## src/rtl/ssd_pkg.sv

```systemverilog
// ----------------------------------------------------------------------------
// ssd_pkg
// Shared constants for the seven-segment display driver.
//   SEG_BLANK  : all segments off (active-low bus)
//   SEG_TABLE  : hex digit -> active-low segment pattern
//   SEG_x      : bit position of each segment in the 7-bit bus (g..a = 6..0)
// ----------------------------------------------------------------------------
package ssd_pkg;

   // Segment bit order on the cathode bus: bit 6 = g ... bit 0 = a.
   localparam int SEG_A = 0;
   localparam int SEG_B = 1;
   localparam int SEG_C = 2;
   localparam int SEG_D = 3;
   localparam int SEG_E = 4;
   localparam int SEG_F = 5;
   localparam int SEG_G = 6;

   localparam logic [6:0] SEG_BLANK = 7'h7F;

   // Active-low patterns, a segment is lit when its bit is 0.
   localparam logic [6:0] SEG_TABLE [16] = '{
      7'h40, 7'h79, 7'h24, 7'h30,   // 0 1 2 3
      7'h19, 7'h12, 7'h02, 7'h78,   // 4 5 6 7
      7'h00, 7'h10, 7'h08, 7'h03,   // 8 9 A b
      7'h46, 7'h21, 7'h06, 7'h0E    // C d E F
   };

endpackage

```

## src/rtl/ssd_hex_decode.sv

```systemverilog
// ----------------------------------------------------------------------------
// ssd_hex_decode
// Combinational 4-bit hex to 7-segment (active-low) decoder.
//   i_nib : hex nibble
//   o_seg : segments g..a, active-low
// ----------------------------------------------------------------------------
module ssd_hex_decode
   import ssd_pkg::*;
(
   input  logic [3:0] i_nib,
   output logic [6:0] o_seg
);

   assign o_seg = SEG_TABLE[i_nib];

endmodule

```

## src/rtl/ssd_mux_driver.sv

```systemverilog
// ----------------------------------------------------------------------------
// ssd_mux_driver
// Time-multiplexed common-anode seven-segment driver with refresh prescaler,
// frame-synchronous double buffering, per-digit enable, decimal points,
// blinking and leading-zero suppression.
//   ssd_clk               : clock
//   ssd_rst               : synchronous active-high reset
//   ssd_driver_port_inp   : packed hex value, nibble k = digit k (0 = rightmost)
//   ssd_driver_port_en    : per-digit enable (0 = blanked)
//   ssd_driver_port_dp    : per-digit decimal point request
//   ssd_driver_port_blink : per-digit blink select
//   ssd_driver_port_lz    : leading-zero suppression enable
//   ssd_driver_port_load  : capture strobe into the pending bank
//   ssd_driver_port_cc    : segments g..a, active-low
//   ssd_driver_port_dpo   : decimal point, active-low
//   ssd_driver_port_an    : anodes, one-hot active-low
//   ssd_driver_port_frame : one-cycle pulse at each frame start
// ----------------------------------------------------------------------------
module ssd_mux_driver
   import ssd_pkg::*;
#(
   parameter int NUM_DIGITS   = 8,
   parameter int PRESCALE     = 100000,
   parameter int BLINK_FRAMES = 64
)
(
   input  logic                    ssd_clk,
   input  logic                    ssd_rst,
   input  logic [4*NUM_DIGITS-1:0] ssd_driver_port_inp,
   input  logic [NUM_DIGITS-1:0]   ssd_driver_port_en,
   input  logic [NUM_DIGITS-1:0]   ssd_driver_port_dp,
   input  logic [NUM_DIGITS-1:0]   ssd_driver_port_blink,
   input  logic                    ssd_driver_port_lz,
   input  logic                    ssd_driver_port_load,
   output logic [6:0]              ssd_driver_port_cc,
   output logic                    ssd_driver_port_dpo,
   output logic [NUM_DIGITS-1:0]   ssd_driver_port_an,
   output logic                    ssd_driver_port_frame
);

   localparam int IDX_W = $clog2(NUM_DIGITS);
   localparam int PRE_W = $clog2(PRESCALE);
   localparam int FC_W  = $clog2(BLINK_FRAMES + 1);

   localparam logic [IDX_W-1:0]      IDX_LAST = IDX_W'(NUM_DIGITS - 1);
   localparam logic [PRE_W-1:0]      PRE_LAST = PRE_W'(PRESCALE - 1);
   localparam logic [FC_W-1:0]       FC_LAST  = FC_W'(BLINK_FRAMES - 1);
   localparam logic [NUM_DIGITS-1:0] AN_ONE   = {{(NUM_DIGITS-1){1'b0}}, 1'b1};

   // Timing state
   logic [PRE_W-1:0]      r_pre;
   logic [IDX_W-1:0]      r_idx;
   logic [FC_W-1:0]       r_fcnt;
   logic                  r_phase;       // phase for the next frame to start
   logic                  r_disp_phase;  // phase of the frame on display

   // Pending bank (written by load)
   logic [4*NUM_DIGITS-1:0] r_pend_inp;
   logic [NUM_DIGITS-1:0]   r_pend_en;
   logic [NUM_DIGITS-1:0]   r_pend_dp;
   logic [NUM_DIGITS-1:0]   r_pend_blink;
   logic                    r_pend_lz;

   // Active bank (drives the display)
   logic [4*NUM_DIGITS-1:0] r_act_inp;
   logic [NUM_DIGITS-1:0]   r_act_en;
   logic [NUM_DIGITS-1:0]   r_act_dp;
   logic [NUM_DIGITS-1:0]   r_act_blink;
   logic                    r_act_lz;

   // Output registers
   logic [NUM_DIGITS-1:0] r_an;
   logic [6:0]            r_cc;
   logic                  r_dpo;
   logic                  r_frame;

   logic                    w_tick;
   logic                    w_fs;
   logic [IDX_W-1:0]        w_idx_nxt;
   logic [4*NUM_DIGITS-1:0] w_sel_inp;
   logic [NUM_DIGITS-1:0]   w_sel_en;
   logic [NUM_DIGITS-1:0]   w_sel_dp;
   logic [NUM_DIGITS-1:0]   w_sel_blink;
   logic                    w_sel_lz;
   logic                    w_phase;
   logic [4*NUM_DIGITS-1:0] w_upper;
   logic [3:0]              w_nib;
   logic                    w_lz_hit;
   logic                    w_blank;
   logic [6:0]              w_seg;

   assign w_tick    = (r_pre == PRE_LAST);
   assign w_fs      = w_tick && (r_idx == IDX_LAST);
   assign w_idx_nxt = (r_idx == IDX_LAST) ? '0 : r_idx + 1'b1;

   // The slot computed on a frame-start edge belongs to the new frame, so it
   // must see the bank and blink phase that are being promoted on that edge.
   assign w_sel_inp   = w_fs ? r_pend_inp   : r_act_inp;
   assign w_sel_en    = w_fs ? r_pend_en    : r_act_en;
   assign w_sel_dp    = w_fs ? r_pend_dp    : r_act_dp;
   assign w_sel_blink = w_fs ? r_pend_blink : r_act_blink;
   assign w_sel_lz    = w_fs ? r_pend_lz    : r_act_lz;
   assign w_phase     = w_fs ? r_phase      : r_disp_phase;

   // After shifting, the remaining value is zero exactly when this digit and
   // every digit to its left are zero.
   assign w_upper  = w_sel_inp >> {w_idx_nxt, 2'b00};
   assign w_nib    = w_upper[3:0];
   assign w_lz_hit = w_sel_lz && (w_idx_nxt != '0) && (w_upper == '0);
   assign w_blank  = !w_sel_en[w_idx_nxt]
                     || (w_sel_blink[w_idx_nxt] && w_phase)
                     || w_lz_hit;

   ssd_hex_decode u_dec (
      .i_nib (w_nib),
      .o_seg (w_seg)
   );

   always_ff @(posedge ssd_clk) begin
      if (ssd_rst) begin
         r_pre        <= '0;
         r_idx        <= IDX_LAST;
         r_fcnt       <= '0;
         r_phase      <= 1'b0;
         r_disp_phase <= 1'b0;
         r_pend_inp   <= '0;
         r_pend_en    <= '0;
         r_pend_dp    <= '0;
         r_pend_blink <= '0;
         r_pend_lz    <= 1'b0;
         r_act_inp    <= '0;
         r_act_en     <= '0;
         r_act_dp     <= '0;
         r_act_blink  <= '0;
         r_act_lz     <= 1'b0;
         r_an         <= '1;
         r_cc         <= SEG_BLANK;
         r_dpo        <= 1'b1;
         r_frame      <= 1'b0;
      end else begin
         r_frame <= w_fs;
         r_pre   <= w_tick ? '0 : r_pre + 1'b1;

         if (ssd_driver_port_load) begin
            r_pend_inp   <= ssd_driver_port_inp;
            r_pend_en    <= ssd_driver_port_en;
            r_pend_dp    <= ssd_driver_port_dp;
            r_pend_blink <= ssd_driver_port_blink;
            r_pend_lz    <= ssd_driver_port_lz;
         end

         if (w_tick) begin
            r_idx <= w_idx_nxt;
            if (w_blank) begin
               r_an  <= '1;
               r_cc  <= SEG_BLANK;
               r_dpo <= 1'b1;
            end else begin
               r_an  <= ~(AN_ONE << w_idx_nxt);
               r_cc  <= w_seg;
               r_dpo <= ~w_sel_dp[w_idx_nxt];
            end
         end

         if (w_fs) begin
            r_act_inp    <= r_pend_inp;
            r_act_en     <= r_pend_en;
            r_act_dp     <= r_pend_dp;
            r_act_blink  <= r_pend_blink;
            r_act_lz     <= r_pend_lz;
            r_disp_phase <= r_phase;
            if (r_fcnt == FC_LAST) begin
               r_fcnt  <= '0;
               r_phase <= ~r_phase;
            end else begin
               r_fcnt <= r_fcnt + 1'b1;
            end
         end
      end
   end

   assign ssd_driver_port_an    = r_an;
   assign ssd_driver_port_cc    = r_cc;
   assign ssd_driver_port_dpo   = r_dpo;
   assign ssd_driver_port_frame = r_frame;

endmodule

```

## config.mk

```make
export PLATFORM = sky130hd
export DESIGN_NAME = ssd_mux_driver
export DESIGN_NICKNAME = d
export VERILOG_FILES = /design/src/rtl/ssd_pkg.sv /design/src/rtl/ssd_hex_decode.sv /design/src/rtl/ssd_mux_driver.sv
export SDC_FILE = /design/constraint.sdc
export NUM_CORES = 1
export LEC_CHECK = 0
export ABC_AREA = 1
export BUFFER_PORTS_ARGS = -buffer_cell sky130_fd_sc_hd__buf_2
export CAP_MARGIN = 20
export CELL_PAD_IN_SITES_DETAIL_PLACEMENT = 0
export CELL_PAD_IN_SITES_GLOBAL_PLACEMENT = 1
export CORE_ASPECT_RATIO = 0.6
export CORE_MARGIN = 10
export CORE_UTILIZATION = 42
export DETAILED_ROUTE_END_ITERATION = 8
export PLACE_DENSITY_LB_ADDON = 0.15
export SETUP_SLACK_MARGIN = 0.2
export SLEW_MARGIN = 20
export SYNTH_ARGS = -nofsm -noshare
export SYNTH_HDL_FRONTEND = slang
export SYNTH_SLANG_ARGS = --single-unit
```

## constraint.sdc

```tcl
create_clock -name ssd_clk -period 3.4 [get_ports ssd_clk]
set_input_delay 0.51 -clock ssd_clk [delete_from_list [all_inputs] [get_ports ssd_clk]]
set_output_delay 0.51 -clock ssd_clk [all_outputs]
set_load 0.005 [all_outputs]
```

# [Word-level counts from Yosys, hierarchy flattened]
# Memory sizes are Yosys's and may differ from the RTL's.
# Cells that the tools add are included.
[word_totals] output_inout_bits=17 mem_bits_ro=112 regBits=160 wordCells=64 in_bits=60 memories=1
[memory_table] name="(name not given)" depth=16 word_bits=7 rd=1 rd_ports_with_merged_regs=0 write_ports=0 line="ssd_hex_decode.sv:14" source="assign o_seg = SEG_TABLE[i_nib];"
[op_classes] bitwise=4 n_lt_le_gt_ge=2 n_addsub=3 n_mux=19 shift=2 reduce_logical=11 eq_ne=3
[op_table] operator="$logic_not 32->1" n=1
[op_table] operator="$mux 32" n=1
[op_table] operator="$mux 8" n=4
[op_table] operator="$shr 32x5->32" n=1
[op_table] operator="$mux 7" n=4
[op_table] operator="$add 17x1->17 const B" n=1
[op_table] operator="$eq 17x17->1 const B" n=1
[op_table] operator="$bmux 1 s3" n=3
[op_table] operator="$not 8->8" n=1
[op_table] operator="$shl 1x3->8 const A" n=1
[op_table] operator="$add 7x1->7 const B" n=1
[op_table] operator="$eq 7x6->1 const B" n=1
[op_table] operator="$mux 1" n=6
[op_table] operator="$ge 5x5->1 const B" n=1
[op_table] operator="$not 4->5" n=1
[op_table] operator="$logic_and 1x1->1" n=4
[op_table] operator="$lt 3x4->1 const B" n=1
[op_table] operator="$add 3x1->3 const B" n=1
[op_table] operator="$eq 3x3->1 const B" n=1
[op_table] operator="$mux 3" n=1
[op_table] operator="$reduce_bool 3->1" n=1
[op_table] operator="$logic_or 1x1->1" n=2
[op_table] operator="$not 1->1" n=2
[op_table] operator="$reduce_and 2->1" n=1
[op_table] operator="2 further kinds" n=2

# [Longest topological paths before layout]
[depth] ltp_word=9 depth_mapped=26 depth_no_buf=23

# [Modules after synthesis]
# From an unflattened synthesis, not the netlist that was laid out.
[unflattened] hier_cells=1121 hier_area_um2=7892.6
[modules_own_cells] module="ssd_mux_driver" n_inst=1 cells_per_inst=1072 seq_area_each_um2=3203.1 area_per_inst_um2=7618.6
[modules_own_cells] module="ssd_hex_decode" n_inst=1 cells_per_inst=49 seq_area_each_um2=0.0 area_per_inst_um2=274.0

# [Worst setup path before layout]
# OpenSTA, ideal clock, no wires.
[synth_path] path_type="register to register" startpoint="register r_idx[0]" endpoint="register r_cc[3], in the netlist ssd_driver_port_cc[3]" required_time_ns=3.344 stages_incl_launch_ff=23 arrival_ns=3.001 slack_ns=0.343 path_cell_list="dfxtp_1 > ha_1 > ha_1 > buf_2 > nor2_2 > clkbuf_1 > clkbuf_1 > nand2_1 > nand3_1 > nand2_1 > nand2_1 > nand2_1 > inv_1 > ha_1 > nand2_1 > nor2_1 > nand3_1 > nor2_1 > nand2_2 > buf_6 > nand3_1 > nand2_1 > inv_1"
[synth_between] elab_chain_cells=9
[synth_rtl] element="start, declared" line="ssd_mux_driver.sv:52" source="logic [IDX_W-1:0] r_idx;"
[synth_rtl] element="start signal, assigned" line="ssd_mux_driver.sv:153" source="r_idx <= w_idx_nxt;"
[synth_rtl] element="parallel branches: the longest is 8 deep, another holds $mem_v2 16x7"
[synth_rtl] element="$mux 7 *" line="ssd_mux_driver.sv:154" source="if (w_blank) begin"
[synth_rtl] element="end signal, assigned" line="ssd_mux_driver.sv:160" source="r_cc <= w_seg;"
[synth_rtl] element="end, declared" line="ssd_mux_driver.sv:73" source="logic [6:0] r_cc;"
# Every way passes the cells marked *. The select of a mux whose other input is x is not followed.
# A chain may end at the register's enable or synchronous reset.

# [Final worst setup path]
[layout_path] startpoint="register r_pre[0]" endpoint="register r_cc[3], in the netlist ssd_driver_port_cc[3]"
[layout_between] elab_chain_cells=9
[layout_rtl] element="start, declared" line="ssd_mux_driver.sv:51" source="logic [PRE_W-1:0] r_pre;"
[layout_rtl] element="start signal, assigned" line="ssd_mux_driver.sv:142" source="r_pre <= w_tick ? '0 : r_pre + 1'b1;"
[layout_rtl] element="$eq 17x17->1 *" line="ssd_mux_driver.sv:92" source="assign w_tick = (r_pre == PRE_LAST);"
[layout_rtl] element="$logic_and 1x1->1" line="ssd_mux_driver.sv:93" source="assign w_fs = w_tick && (r_idx == IDX_LAST);"
[layout_rtl] element="$mux 32 / $mux 8 (equally long branches)"
[layout_rtl] element="$shr 32x5->32 (tied with other cells)" line="ssd_mux_driver.sv:107" source="assign w_upper = w_sel_inp >> {w_idx_nxt, 2'b00};"
[layout_rtl] element="$not 4->5 (implied by the code) (tied with other cells)" line="ssd_hex_decode.sv:14"
[layout_rtl] element="$mem_v2 16x7 (tied with other cells)"
[layout_rtl] element="$mux 7 (implied by the code) / $logic_or 1x1->1 (equally long branches)" line="ssd_hex_decode.sv:14, ssd_mux_driver.sv:111"
[layout_rtl] element="$mux 7 (implied by the code) / $logic_or 1x1->1 (equally long branches)" line="ssd_hex_decode.sv:14, ssd_mux_driver.sv:112"
[layout_rtl] element="$mux 7" line="ssd_mux_driver.sv:154"
# Mark *: on every way between the ends. The rest lies on a longest branch, timed or not. The select of a mux whose other input is x is not followed.

==> impl_results.md <==
* Wirelength, routed at ~22 mm
* Starting utilization of the core area at 42.5%
* Outcome: finished, final reports clean
* Worst Tran Pin Value at ~860 ps
* Max IR drop VDD at 351 uV
* Critical Path Max Stage Delay at between 300 and 400 ps
* Number of antenna violations at the first check in global routing at 0
* Portion of total power attributed to sequential cells at 49.1%
* Placed Area at slightly above 8000 um^2
* Clock buffer depth at 2
* Die Span Y at 124 um
* Count of port buffers added during placement at 76
* Largest cells by area after synthesis: sky130_fd_sc_hd__dfxtp_1 42%, sky130_fd_sc_hd__nand2_1 12%, sky130_fd_sc_hd__nor2_1 8.7%
* Most common cell on crit path: sky130_fd_sc_hd__nand2_1
* Cell family contributing the most delay on the critical path: simple AND/OR/NAND/NOR gates
* CP startpoint kind: flip-flop
* Die outline area at between 20000 and 25000 um^2
* Arrival time at the worst endpoint at around 3300 ps
* Number of routed nets with antenna violations at 0
* Setup TNS at 0 ps
* Internal power at just over 3 mW
* Final setup vio count at 0
* Reported leakage power at slightly above 4 nW
* Overall overflow remaining after global route at 0
* Clk pin slew, worst setup/hold paths at around 60 ps
* Switching power as a share of total power at 22.8%
* Slowest stage cell, crit path: sky130_fd_sc_hd__dfxtp_2
* Wire length of the first global-routing pass at between 30 and 40 mm
* Floorplan die width at roughly 190 um
* RePlAce Congestion at between 0.8 and 0.9
* Post-route DRC violation count at 0
* Final Cycle Share at 88.1%
* Total CTS buffers at 17
* Crit. End Element: flip-flop
* Area growth syn-to-layout at 20.8%
* Clock latency on the worst-skew pair at between 400 and 500 ps
* CTS tree: yes
* Average size of a mapped cell at between 6 and 7 um^2
* Combined buffer and inverter count along the critical path at 3
* Worst Hold Slack at ~300 ps
* Critical path peak fanout at 4
* Max_slew headroom at between 40% and 50%
* Final Hold Viols at 0
* R2R Setup Slk at 400 ps
* Synthesized instance count at between 1000 and 1500
* Vias after detailed routing at approximately 7200
* Site Rows at 38
* Gate power share at ~4.2%
* Max Freq at ~330 MHz
* # nets final at approximately 1300
* Post-detailed-route via-to-cell ratio at roughly 5
* Post-layout min period at 3000 ps
* Detailed Routing Iterations Pass 1 at 5
* Setup skew after layout at just under 9 ps
* Total number of H-tree levels at 4
* Placement Setup Slack at 237 ps
* Post-synthesis cell type count at 40
* Total standard cell area after synthesis at 7610 um^2
* Type of the worst setup path: reg2reg
* Share of synthesized area occupied by flip-flops and latches at 42.1%
* Critical path cell sequence: ha_4 > nand2_2 > nor2_4 > nand3_2 > nor2_4 > clkbuf_16 > nand4_1 > nand3_1 > nand2_2 > nand2_1 > nand2_1 > nand2_1 > nand2_2 > buf_4 > ha_1 > nand3_2 > nand2_1 > nand2_1 > nand2_1 > nor2_2 > nand3_2 > nand2_1 > inv_1
* Commonest cells after routing, fill and taps aside: 225 x sky130_fd_sc_hd__nand2_1, 172 x sky130_fd_sc_hd__nor2_1, 158 x sky130_fd_sc_hd__dfxtp_1, 97 x sky130_fd_sc_hd__inv_1, 84 x sky130_fd_sc_hd__nand3_1
* Hold/Removal Path Class: in2reg
* Final number of max-transition violations at 0
* Leading cell type in the layout, fill and taps excluded: sky130_fd_sc_hd__nand2_1
* Warnings from Yosys at 0
* Pin count of the biggest net entering global routing at slightly above 60
* Data required time at the worst endpoint at 3730 ps
* Top-area cell type share of the netlist area at between 40% and 50%
* Detailed router's first-iteration violation count at around 550
* Diode insertion count for antenna repair at 0
* Yosys top cell by area: sky130_fd_sc_hd__dfxtp_1
* Clk pwr share at 46.7%
* Synthesized Nets at around 1200
* Layout cells sized above 1 at 18.4%
* Post-layout total power at 3.97 mW
* Number of global-route vias before repair at approximately 6700
* Max-cap violations at 0
* Clock root buffer: sky130_fd_sc_hd__clkbuf_16
* Total I/O pin count at between 70 and 80
* Detail-routed net length per standard cell at 15.6 um
* Aggregate global-route resource usage at 18.0%
* Minimum setup slack in the final design at between 400 and 500 ps
* Register bit total from synthesis at between 150 and 200
* Power per cell area at ~430 nW/um^2
* Placed wire-length estimate after detailed placement at ~16 mm
* RSZ-0062 raised after global routing: false
* Core ar. at 17900 um^2
* Switching power total at 904 uW
* Sink Count at 160
* Design Area, Final at between 9000 and 10000 um^2
==> path summary, 6_finish.rpt <==
path,from,cells past startpoint,endpoint
hold / removal,ssd_driver_port_inp[3],3,r_pend_inp[3]
hold reg to reg,r_pre[0],1,r_pre[0]
setup reg to reg,r_pre[0],23,ssd_driver_port_cc[3]
setup / recovery,r_pre[0],23,ssd_driver_port_cc[3]
==> through the flow <==
stage	util [%]	cells
2_1_floorplan	-	1107
3_3_place_gp	46.2	1391
3_5_place_dp	46.2	1391
4_1_cts	49.4	1423
5_1_grt	51.3	1438
6_report	51.3	1438
==> cells in the mapped netlist, drive strengths merged <==
master  count
mux2i       5
nand2     239
a22oi       2
nand4      36
a31oi       1
nor2      181
xor2        7
nor4        4
xnor2       2
o31ai       1
and2        2
a21oi      65
ha         14
dfxtp     160
nor3b       2
o21ai      83
or2        19
o2111a      1
o21a        2
nand3     102
inv       104
nand3b      1
clkbuf     39
clkinv      2
o22ai       3
buf        21
nor3        9
==> registers in the layout, indices dropped and copies added (netlist names) <==
signal,count
r_pre,17
ssd_driver_port_dpo,1
r_disp_phase,1
r_pend_en,8
r_pend_inp,32
r_fcnt,7
r_act_lz,1
ssd_driver_port_an,8
r_act_inp,32
ssd_driver_port_frame,1
r_pend_lz,1
r_pend_dp,8
r_act_en,8
r_act_dp,8
r_pend_blink,8
ssd_driver_port_cc,7
r_act_blink,8
r_idx,3
r_phase,1
==> power by group through the flow <==
| stage | Clock [mW] | Combinational [mW] | Sequential [mW] |
|---|---|---|---|
| after floorplan | 0 | 0.0959 | 1.98 |
| after detailed placement | 0 | 0.165 | 1.99 |
| after global placement | 0 | 0.163 | 1.99 |
| after global routing | 1.98 | 0.192 | 1.95 |
| final | 1.86 | 0.166 | 1.95 |
| after CTS | 1.90 | 0.167 | 1.95 |
==> worst register-to-register path, stage by stage, from the launching register on <==
cell                        delay, ps
sky130_fd_sc_hd__dfxtp_2          360
sky130_fd_sc_hd__ha_4             140
sky130_fd_sc_hd__nand2_2           70
sky130_fd_sc_hd__nor2_4           150
sky130_fd_sc_hd__nand3_2          100
sky130_fd_sc_hd__nor2_4           240
sky130_fd_sc_hd__clkbuf_16        190
sky130_fd_sc_hd__nand4_1          140
sky130_fd_sc_hd__nand3_1          150
sky130_fd_sc_hd__nand2_2           70
sky130_fd_sc_hd__nand2_1           60
sky130_fd_sc_hd__nand2_1           70
sky130_fd_sc_hd__nand2_1           70
sky130_fd_sc_hd__nand2_2          100
sky130_fd_sc_hd__buf_4            160
sky130_fd_sc_hd__ha_1             230
sky130_fd_sc_hd__nand3_2          120
sky130_fd_sc_hd__nand2_1           60
sky130_fd_sc_hd__nand2_1           50
sky130_fd_sc_hd__nand2_1           70
sky130_fd_sc_hd__nor2_2           130
sky130_fd_sc_hd__nand3_2           80
sky130_fd_sc_hd__nand2_1           60
sky130_fd_sc_hd__inv_1             30
==> kinds of logic (layout without fill, tap and decap cells) <==
family / count (synthesis) / in the layout / synth area share [%]
and+or+nand+nor: 595 / 596 / 34.2
buffers and inverters: 166 / 256 / 8.79
DFF: 160 / 160 / 42.1
AOI/OAI and AO/OA: 158 / 158 / 10.9
adders and majority gates: 14 / 14 / 2.30
xor gates and xnor gates: 9 / 9 / 1.04
muxes: 5 / 5 / 0.657
==> layout make-up <==
type | instances | area (um^2)
fillers | 1806 | 8730
repair buffers | 118 | 815
inverters | 106 | 400
clock inverters | 9 | 81.3
clock buffers | 23 | 488
multi-input cells | 782 | 3910
well taps | 240 | 300
flip-flops and latches | 160 | 3210
==> layer usage <==
layer	part of all wire, %	vias up	GRT usage, %	routed length (um)
li1	-	3729	-	-
met1	55	3219	28.6	12500
met2	37	235	22.9	8300
met3	7.0	11	4.33	1570
met4	0.59	0	4.27	133
met5	0	-	0	0
==> repair_timing <==
action | in CTS | in global routing
endpoints found under the setup margin | 5 | 16
cloned | 0 | 4
hold buffers | 0 | 0
resized for setup | 2 | 40
pin swaps | 1 | 15
buffers inserted | 0 | 11
Power figures use the tool's default switching activity.
